`src/rtl/uart_frame_decoder.sv`:
```
// Assembles header/operand-A/operand-B/XOR-checksum frames from a UART byte stream
// into multiplier operands, with checksum and inter-byte timeout rejection.
module uart_frame_decoder #(
    parameter int unsigned OPERAND_BYTES  = 2,
    parameter logic [7:0]  HEADER_BYTE    = 8'hA5,
    parameter logic [23:0] TIMEOUT_CYCLES = 24'd100000
) (
    input  logic                       uart_clock,
    input  logic                       uart_reset,
    input  logic [7:0]                 rx_data,
    input  logic                       rx_valid,
    output logic [8*OPERAND_BYTES-1:0] op_a,
    output logic [8*OPERAND_BYTES-1:0] op_b,
    output logic                       op_valid,
    output logic                       chk_error,
    output logic                       timeout_error,
    output logic                       frame_busy
);

    localparam int unsigned W        = 8 * OPERAND_BYTES;
    localparam logic [1:0]  LAST_IDX = 2'(OPERAND_BYTES - 1);
    localparam logic [23:0] TIMER_TC = TIMEOUT_CYCLES - 24'd1;

    typedef enum logic [1:0] {
        IDLE,
        OPER_A,
        OPER_B,
        CHECK
    } state_t;

    state_t         state_q, state_d;
    logic           rx_valid_dly_q, rx_valid_dly_d;
    logic [23:0]    timer_q, timer_d;
    logic [1:0]     byte_cnt_q, byte_cnt_d;
    logic [7:0]     checksum_q, checksum_d;
    logic [W-1:0]   shadow_a_q, shadow_a_d;
    logic [W-1:0]   shadow_b_q, shadow_b_d;
    logic [W-1:0]   op_a_q, op_a_d;
    logic [W-1:0]   op_b_q, op_b_d;
    logic           op_valid_q, op_valid_d;
    logic           chk_error_q, chk_error_d;
    logic           timeout_error_q, timeout_error_d;
    logic           byte_stb;

    // rx_valid is a level; only its rising edge delivers a new byte.
    assign byte_stb = rx_valid & ~rx_valid_dly_q;

    always_comb begin
        state_d         = state_q;
        rx_valid_dly_d  = rx_valid;
        timer_d         = timer_q;
        byte_cnt_d      = byte_cnt_q;
        checksum_d      = checksum_q;
        shadow_a_d      = shadow_a_q;
        shadow_b_d      = shadow_b_q;
        op_a_d          = op_a_q;
        op_b_d          = op_b_q;
        op_valid_d      = 1'b0;
        chk_error_d     = 1'b0;
        timeout_error_d = 1'b0;

        if (byte_stb) begin
            timer_d = '0;
            case (state_q)
                IDLE: begin
                    if (rx_data == HEADER_BYTE) begin
                        state_d    = OPER_A;
                        byte_cnt_d = '0;
                        checksum_d = '0;
                    end
                end
                OPER_A: begin
                    shadow_a_d = W'({shadow_a_q, rx_data});
                    checksum_d = checksum_q ^ rx_data;
                    if (byte_cnt_q == LAST_IDX) begin
                        byte_cnt_d = '0;
                        state_d    = OPER_B;
                    end else begin
                        byte_cnt_d = byte_cnt_q + 2'd1;
                    end
                end
                OPER_B: begin
                    shadow_b_d = W'({shadow_b_q, rx_data});
                    checksum_d = checksum_q ^ rx_data;
                    if (byte_cnt_q == LAST_IDX) begin
                        byte_cnt_d = '0;
                        state_d    = CHECK;
                    end else begin
                        byte_cnt_d = byte_cnt_q + 2'd1;
                    end
                end
                CHECK: begin
                    if (rx_data == checksum_q) begin
                        op_a_d     = shadow_a_q;
                        op_b_d     = shadow_b_q;
                        op_valid_d = 1'b1;
                    end else begin
                        chk_error_d = 1'b1;
                    end
                    state_d = IDLE;
                end
                default: state_d = IDLE;
            endcase
        end else if (state_q != IDLE) begin
            // A byte on the terminal-count cycle takes the branch above instead.
            if (timer_q == TIMER_TC) begin
                state_d         = IDLE;
                timeout_error_d = 1'b1;
                timer_d         = '0;
            end else begin
                timer_d = timer_q + 24'd1;
            end
        end
    end

    always_ff @(posedge uart_clock or posedge uart_reset) begin
        if (uart_reset) begin
            state_q         <= IDLE;
            rx_valid_dly_q  <= 1'b1;
            timer_q         <= '0;
            byte_cnt_q      <= '0;
            checksum_q      <= '0;
            shadow_a_q      <= '0;
            shadow_b_q      <= '0;
            op_a_q          <= '0;
            op_b_q          <= '0;
            op_valid_q      <= 1'b0;
            chk_error_q     <= 1'b0;
            timeout_error_q <= 1'b0;
        end else begin
            state_q         <= state_d;
            rx_valid_dly_q  <= rx_valid_dly_d;
            timer_q         <= timer_d;
            byte_cnt_q      <= byte_cnt_d;
            checksum_q      <= checksum_d;
            shadow_a_q      <= shadow_a_d;
            shadow_b_q      <= shadow_b_d;
            op_a_q          <= op_a_d;
            op_b_q          <= op_b_d;
            op_valid_q      <= op_valid_d;
            chk_error_q     <= chk_error_d;
            timeout_error_q <= timeout_error_d;
        end
    end

    assign op_a          = op_a_q;
    assign op_b          = op_b_q;
    assign op_valid      = op_valid_q;
    assign chk_error     = chk_error_q;
    assign timeout_error = timeout_error_q;
    assign frame_busy    = (state_q != IDLE);

endmodule
```
`config.mk`:
```
export PLATFORM = sky130hd
export DESIGN_NAME = uart_frame_decoder
export DESIGN_NICKNAME = d
export VERILOG_FILES = /design/src/rtl/uart_frame_decoder.sv
export SDC_FILE = /design/constraint.sdc
export NUM_CORES = 1
export LEC_CHECK = 0
export BUFFER_PORTS_ARGS = -buffer_cell sky130_fd_sc_hd__buf_2
export CORE_ASPECT_RATIO = 1.1
export CORE_MARGIN = 3
export CORE_UTILIZATION = 56
export DETAILED_ROUTE_END_ITERATION = 16
export GPL_TIMING_DRIVEN = 1
export PLACE_DENSITY = 0.73
export SYNTH_ARGS = -nofsm -noshare
export SYNTH_HDL_FRONTEND = slang
export SYNTH_SLANG_ARGS = --single-unit
```
`constraint.sdc`:
```
create_clock -name uart_clock -period 3.6 [get_ports uart_clock]
set_clock_uncertainty 0.15 [all_clocks]
set_input_delay 0.36 -clock uart_clock [delete_from_list [all_inputs] [get_ports uart_clock]]
set_output_delay 0.36 -clock uart_clock [all_outputs]
set_load 0.02 [all_outputs]
```
==> impl_metrics.ini, run 1 <==
[worst_hold_path]
min_path_type = primary input to async pin

[synthesis]
synthCells = 380
synth_fp_nets = 396
ys_seq_area_share_pct = 55.1
synth_simple_gate_area_share_pct = 12.1
synth_ff_type = dfrtp_1
synthDistinctLibCells = 58
synth_compound_area_share_pct = 10.9
synth_edf_count = 0
ys_warn_count = 0
synth_top_family_by_area = multiplexers
synth_xor_area_share_pct = 2.60
async_reset_ff_share_pct = 100
syn_area_per_cell_um2 = 12.4
synth_seq_cells = 104
netlist_area_um2 = 4720
yosys.area_share.adder_pct = 1.32
muxShareOfSynthArea_pct = 15.3

[cts]
insertion_delay_ns = 0.37
numCtsBuffers = 9
post-cts-setup-buffers = 0
clock_sinks = 104
max-clock-path-buffers = 2
cts.clk_slew.worst_paths_ns = 0.10
cts_resized = 0
ctsHtreeMaxLevel = 3
ctsHoldBuffers = 1
root_buffer = clkbuf_8
cts_tree = done

[worst_setup_path]
critical_path_buf_inv_count = 2
critPathLaunchType = flop
cp_num_cells = 6
crit_slowest_cell = ha_1
path_max_fanout = 15
path_cells = inv_1 > ha_1 > inv_2 > o31a_1 > or3_1 > o21ai_1
cp.arrival_ns = 2.72
worstPathRequired_ns = 3.74
critical-path-max-stage-delay_ns = 0.52
reg2regPathDepth = 6
setup.worst_path.end_class = flop
worstSetupPathType = flop to flop
cp_top_family = compound AO/OA/AOI/OAI gates

[detailed_routing]
drcViolationCount = 0
num_vias = 3130
wl_per_cell_um = 16.7
drt_pass1_iterations = 5
routed_wl_mm = 9.03
routed_via_density = 5.81
drt_iter0_markers = 125
antenna_left = 0

[run_status]
status = complete, no violations

[cells_and_area]
diodes = 0
drive_above_1_share_pct = 33.9
ff_latch_area_um2 = 2600
layout_common_cells = dfrtp_1, mux2_2, buf_2
multiInputGateArea_um2 = 2000
utilization_pct = 65.6
fin_cells = 539
syn2layout_area_growth_pct = 11.7
fin_nets = 442
fillCellCount = 602
layout_commonest_cell = dfrtp_1

[floorplan]
initial_core_util_pct = 58.8
ios = 47
die_area_um2 = 9580
die_y_um = 102
core_um2 = 8040
rows = 34
die-width_um = 93.6

[placed_design]
gp_congestion = 0.802
port_buffers = 46
pre_cts_ws_ns = 1.06
dp.cells = 522
dp_hpwl_mm = 6.17

[power_and_ir_drop]
power_mw = 3.11
leakagePower_nw = 2.43
powerDensity_nw_per_um2 = 589
vdd_drop_max_uv = 367

[grt]
grt_pass1_vias = 3128
grt_usage_pct = 19.8
grt_max_degree = 69
grt_pass1_wl_mm = 14.9
grt_antenna_before_repair = 0
grt_overflow_total = 0

[timing]
grt_setup_unrepaired = no
setup_tns_ns = 0
fmax_ghz = 0.388
worst_pin_slew_ns = 0.860
hold_violations = 0
maxSlewHeadroom_pct = 42.7
fin_crit_sh_pct = 71.6
fin_crit_ns = 2.58
setup_slack_ns = 1.02
final-max-slew-violation-count = 0
finalSetupViolations = 0

[run]
drv_cap = 0
-- per-stage QoR --
step                instance area, um2  hold WS (ns)
floorplan                         4720         0.214
global placement                  5060         0.312
detailed placement                5060         0.321
CTS                               5280        0.0319
global route                      5280        0.0647
finish                            5280       0.00527
-- final timing paths --
| check | end | startpoint | slack (ns) |
|---|---|---|---|
| worst max-delay path | checksum_q[6] | state_q[1] | 1.02 |
| worst min-delay path | op_b[14] | uart_reset | 0.005 |
| worst max register to register | checksum_q[6] | state_q[1] | 1.02 |
| worst min register to register | byte_cnt_q[0] | byte_cnt_q[0] | 0.33 |
| max in group asynchronous | rx_valid_dly_q | uart_reset | 2.57 |
| min in group uart_clock | checksum_q[5] | rx_data[5] | 0.17 |
-- Yosys cell counts, drive strengths merged (2+ instances only) --
cell type,instances,area [um2]
nand2b,9,56.3
mux2,64,721
nand3,8,45.0
nand3b,2,27.5
nor2b,2,12.5
nand4,8,56.3
o2111ai,2,23.8
nor3,4,25.0
buf,12,75.1
nor2,13,48.8
nand2,13,48.8
and3,2,12.5
o31ai,12,104
o21ba,2,20.0
or4,10,78.8
dfrtp,103,2580
a211oi,3,22.5
clkbuf,3,11.3
or3,5,31.3
inv,11,41.3
o31a,3,28.8
and4,3,26.3
a21oi,17,88.8
xnor2,14,123
nor4,3,25.0
ha,5,62.6
o21ai,30,150
and4bb,2,25.0
nand4bb,2,22.5
-- registers in the layout, indices dropped and copies added, names as in the netlist, 2 cells and up --
name	flops
byte_cnt_q	2
checksum_q	8
op_a	16
op_b	16
shadow_a_q	16
shadow_b_q	16
state_q	2
timer_q	24
-- layout make-up --
class / count / share of cell area (%)
clock inverters: 6 / 1.47
inverters: 11 / 0.830
multi-input cells: 250 / 37.9
flip-flops and latches: 104 / 49.4
clock buffers: 10 / 2.42
well taps: 108 / 2.56
repair buffers: 50 / 5.46
-- power breakdown --
group	internal (mW)	switching [mW]	total, mW	leakage, nW
sequential	1.43	0.195	1.63	1.37
combinational	0.352	0.379	0.730	0.953
clock	0.334	0.418	0.752	0.101
total	2.12	0.991	3.11	2.43
-- layer usage --
layer	GRT usage (%)	vias up	wire, um
met5	0	-	0
met4	8.00	0	163
met3	3.39	13	332
met2	32.8	62	4460
met1	26.3	1564	4070
li1	-	1491	-
-- kinds of logic (layout without fill, tap and decap cells) --
group | count (synthesis) | count (layout)
AO/OA/AOI/OAI | 78 | 78
multiplexers | 64 | 64
AND/OR/NAND/NOR | 89 | 89
XOR/XNOR | 14 | 14
flip-flops | 104 | 104
adder cells (fa/ha/maj) | 5 | 5
buffers and inverters | 26 | 77
No activity file was read; power rests on OpenSTA's default activity.
==> inputs of run 2 (changes only) <==
==> constraint.sdc (replaced) <==
create_clock -name uart_clock -period 2.52 [get_ports uart_clock]
set_clock_uncertainty 0.15 [all_clocks]
set_input_delay 0.252 -clock uart_clock [delete_from_list [all_inputs] [get_ports uart_clock]]
set_output_delay 0.252 -clock uart_clock [all_outputs]
set_load 0.02 [all_outputs]
==> impl_metrics.ini, run 2 (synthesized netlist as in run 1, its figures left out) <==
[timing]
maxSlewHeadroom_pct = 67.5
final-max-slew-violation-count = 0
setup_slack_ns = 0.236
grt_setup_unrepaired = no
fmax_ghz = 0.438
hold_violations = 0
finalSetupViolations = 0
hold_ws_ns = 0.0467
setup_tns_ns = 0
fin_crit_ns = 2.28
fin_crit_sh_pct = 90.6
worst_pin_slew_ns = 0.488

[cts]
cts_tree = done
cts.clk_slew.worst_paths_ns = 0.10
max-clock-path-buffers = 2
numCtsBuffers = 9
ctsHtreeMaxLevel = 3
clock_sinks = 104
root_buffer = clkbuf_8
insertion_delay_ns = 0.37
post-cts-setup-buffers = 0

[floorplan]
die_y_um = 102
initial_core_util_pct = 58.8
die_area_um2 = 9580
core_um2 = 8040
rows = 34
die-width_um = 93.6
ios = 47

[worst_setup_path]
worstPathRequired_ns = 2.67
cp.arrival_ns = 2.44
cp_num_cells = 6
rr_endpoint = timer_q[16]
reg2regPathDepth = 6
path_cells = inv_1 > ha_1 > inv_2 > o2111ai_2 > or4_4 > a21oi_2
critPathLaunchType = flop
worstSetupPathType = flop to flop
crit_slowest_cell = or4_4
setup.worst_path.end_class = flop
reg2reg_from = state_q[0]
critical_path_buf_inv_count = 2
worst-r2r-setup-slack_ns = 0.24
cp_top_family = simple AND/OR/NAND/NOR gates
path_max_fanout = 12
critical-path-max-stage-delay_ns = 0.60

[placed_design]
dp_hpwl_mm = 6.23
dpl_cell_area_um2 = 5120
dp.cells = 530
port_buffers = 46
gp_congestion = 0.849
pre_cts_ws_ns = 0.264

[power_and_ir_drop]
p_sw_mw = 1.43
seqPwrFrac_pct = 52.4
clkPwrFrac_pct = 22.7
vdd_drop_max_uv = 405
power_mw = 4.42
leakagePower_nw = 2.46
powerDensity_nw_per_um2 = 828
p_int_mw = 3.00
p_comb_share_pct = 24.9
switching_share_pct = 32.3

[detailed_routing]
num_vias = 3187
drt_pass1_iterations = 5
antenna_left = 0
routed_via_density = 5.82
wl_per_cell_um = 16.2
routed_wl_mm = 8.88
drcViolationCount = 0
drt_iter0_markers = 154

[worst_hold_path]
hold_start = rx_data[5]
min_to = checksum_q[5]
worstHoldPathCells = 3
min_path_type = primary input to flop

[grt]
grt_overflow_total = 0
grt_pass1_wl_mm = 15.1
grt_usage_pct = 20.0
grt_pass1_vias = 3211
grt_max_degree = 64
grt_antenna_before_repair = 0

[cells_and_area]
fin_nets = 451
fillCellCount = 611
ff_latch_area_um2 = 2600
syn2layout_area_growth_pct = 13.0
layout_common_cells = dfrtp_1, mux2_2, buf_2
utilization_pct = 66.4
diodes = 0
fin_cells = 548
layout_commonest_cell = dfrtp_1
largest_register_ff_count = 24
top_register = timer_q
postLayoutCellArea_um2 = 5340
drive_above_1_share_pct = 35.2
multiInputGateArea_um2 = 2000

[run]
drv_cap = 0

[run_status]
status = complete, no violations
-- run 2: area by class of cell --
| cell class | count | area share (%) |
|---|---|---|
| clock buffer | 10 | 2.58 |
| clock inverter | 6 | 1.15 |
| inverter | 11 | 0.843 |
| multi-input combinational | 250 | 37.4 |
| sequential | 104 | 48.8 |
| tap | 108 | 2.53 |
| timing repair buffer | 59 | 6.70 |
-- run 2: what timing repair did --
item | CTS | global route
hold buffers | 2 | 0
resized for setup | 0 | 0
endpoints found under the hold margin | 18 | 0
-- run 2: worst max path at each step --
stage,start,end,slack (ns)
global placement,state_q[0],timer_q[16],0.36
finish,state_q[0],timer_q[16],0.24
CTS,state_q[1],checksum_q[1],0.24
detailed placement,state_q[0],timer_q[22],0.26
global route,state_q[0],timer_q[22],0.06
floorplan,state_q[0],timer_q[16],0.43
-- run 2: worst min-delay path, delay by kind of cell --
family,cells,cell delay (ns)
buffers and inverters,1,0.14
AND/OR/NAND/NOR,1,0.07
AO/OA/AOI/OAI,1,0.06
-- run 2: power by group through the flow --
stage | combinational [mW] | sequential (mW) | clock [mW]
after floorplan | 0.825 | 2.29 | 0
after global placement | 1.06 | 2.33 | 0
after detailed placement | 1.11 | 2.35 | 0
after CTS | 1.12 | 2.32 | 1.03
after global routing | 1.23 | 2.37 | 1.11
final | 1.10 | 2.32 | 1.00
-- run 2: per-layer routing --
layer | routed length [um] | GRT usage [%] | vias up
met4 | 211 | 8.67 | 0
met2 | 4470 | 34.3 | 66
met3 | 332 | 4.05 | 17
met1 | 3860 | 24.8 | 1600
met5 | 0 | 0 | -
li1 | - | - | 1504
==> inputs of run 3 (changes only) <==
==> config.mk (replaced) <==
export PLATFORM = sky130hd
export DESIGN_NAME = uart_frame_decoder
export DESIGN_NICKNAME = d
export VERILOG_FILES = /design/src/rtl/uart_frame_decoder.sv
export SDC_FILE = /design/constraint.sdc
export NUM_CORES = 1
export LEC_CHECK = 0
export CORE_ASPECT_RATIO = 1.1
export CORE_MARGIN = 3
export CORE_UTILIZATION = 56
export DETAILED_ROUTE_END_ITERATION = 16
export DONT_BUFFER_PORTS = 1
export GPL_TIMING_DRIVEN = 1
export PLACE_DENSITY = 0.7
export SYNTH_ARGS = -nofsm -noshare
export SYNTH_HDL_FRONTEND = slang
export SYNTH_SLANG_ARGS = --single-unit
==> impl_metrics.ini, run 3 (synthesized netlist as in run 1, its figures left out) <==
[worst_hold_path]
worstHoldPathCells = 3
min_path_type = primary input to flop

[cts]
numCtsBuffers = 9
clock_sinks = 104
cts_tree = done
insertion_delay_ns = 0.36
cts.clk_slew.worst_paths_ns = 0.10
ctsHtreeMaxLevel = 3
max-clock-path-buffers = 2
post-cts-setup-buffers = 0
root_buffer = clkbuf_8

[cells_and_area]
layout_commonest_cell = dfrtp_1
diodes = 0
top_register = timer_q
fin_cells = 510
layout_common_cells = dfrtp_1, mux2_2, o21ai_0
fin_nets = 413
utilization_pct = 64.4
syn2layout_area_growth_pct = 9.56
largest_register_ff_count = 24
drive_above_1_share_pct = 26.9

[grt]
grt_pass1_wl_mm = 15.5
grt_antenna_before_repair = 0
grt_usage_pct = 21.0
grt_max_degree = 105
grt_overflow_total = 0
grt_pass1_vias = 3058

[detailed_routing]
routed_wl_mm = 9.39
drcViolationCount = 0
top_layer = met4
routed_via_density = 5.93
drt_pass1_iterations = 4
wl_met1_mm = 3.94
dr_wl_met3_um = 406
drt_iter0_markers = 93
wl_per_cell_um = 18.4
dr_wl_met2_mm = 4.93
antenna_left = 0
num_vias = 3022

[floorplan]
ios = 47
initial_core_util_pct = 58.8
die_area_um2 = 9580
rows = 34
die_y_um = 102
die-width_um = 93.6
core_um2 = 8040

[worst_setup_path]
path_max_fanout = 12
critPathLaunchType = flop
reg2regPathDepth = 6
worstPathRequired_ns = 2.65
cp.arrival_ns = 2.42
worstSetupPathType = flop to flop
setup.worst_path.end_class = flop

[timing]
hold_violations = 0
final-max-slew-violation-count = 0
finalSetupViolations = 0
grt_setup_unrepaired = no
setup_tns_ns = 0
worst_pin_slew_ns = 0.550
fmax_ghz = 0.437
setup_slack_ns = 0.233
fin_crit_sh_pct = 90.8
fin_crit_ns = 2.29
maxSlewHeadroom_pct = 63.3

[run]
drv_cap = 0

[placed_design]
gp_congestion = 0.792
dp_hpwl_mm = 6.19
dp.cells = 484
port_buffers = 0
pre_cts_ws_ns = 0.277

[power_and_ir_drop]
p_comb_share_pct = 24.1
p_int_mw = 2.97
switching_share_pct = 32.6
clkPwrFrac_pct = 22.5
p_sw_mw = 1.43
vdd_drop_max_uv = 369
powerDensity_nw_per_um2 = 850
leakagePower_nw = 2.25
seqPwrFrac_pct = 53.3

[run_status]
status = complete, no violations
-- run 3: final timing paths --
path / slack (ns) / from / to
max in group asynchronous: 1.44 / uart_reset / timer_q[22]
worst max-delay path: 0.23 / state_q[0] / timer_q[22]
worst min register to register: 0.32 / byte_cnt_q[0] / byte_cnt_q[0]
min in group asynchronous: 0.34 / uart_reset / op_b[15]
worst min-delay path: 0.02 / rx_data[1] / checksum_q[1]
worst max register to register: 0.23 / state_q[0] / timer_q[22]
-- run 3: through the flow --
step           total power, mW  hold slack (ns)  cell area [um2]
5_1_grt                   4.69           0.0684             5180
4_1_cts                   4.44          0.00855             5180
3_5_place_dp              3.42            0.107             4890
3_3_place_gp              3.37            0.107             4890
6_report                  4.40           0.0245             5180
2_1_floorplan             3.11            0.106             4730
-- run 3: area by class of cell --
cell class	instances	area, um2
repair buffers	21	208
fillers	615	2860
multi-input cells	250	2000
clock inverters	6	57.6
well taps	108	135
flip-flops and latches	104	2600
inverters	11	45.0
clock buffers	10	128
-- run 3: power groups by stage --
stage	clock [mW]	combinational (mW)	sequential, mW
final	0.991	1.06	2.35
after global routing	1.10	1.20	2.40
after CTS	1.03	1.07	2.35
after detailed placement	0	1.04	2.38
after global placement	0	1.01	2.35
after floorplan	0	0.825	2.29
-- run 3: critical path, cell delays in order (launching register included) --
cell	delay (ns)
dfrtp_1	0.43
inv_1	0.08
ha_1	0.31
inv_2	0.15
o2111ai_2	0.33
or4_1	0.59
a21oi_1	0.15
-- run 3: repair_timing --
item | 4_1_cts | 5_1_grt
hold buffers | 10 | 0
resized for setup | 0 | 0
endpoints found under the hold margin | 128 | 0
-- run 3: per-layer routing --
layer	vias up	GRT usage, %
met2	60	36.2
met1	1523	27.1
met4	0	6.11
li1	1432	-
met3	7	4.27
met5	-	0
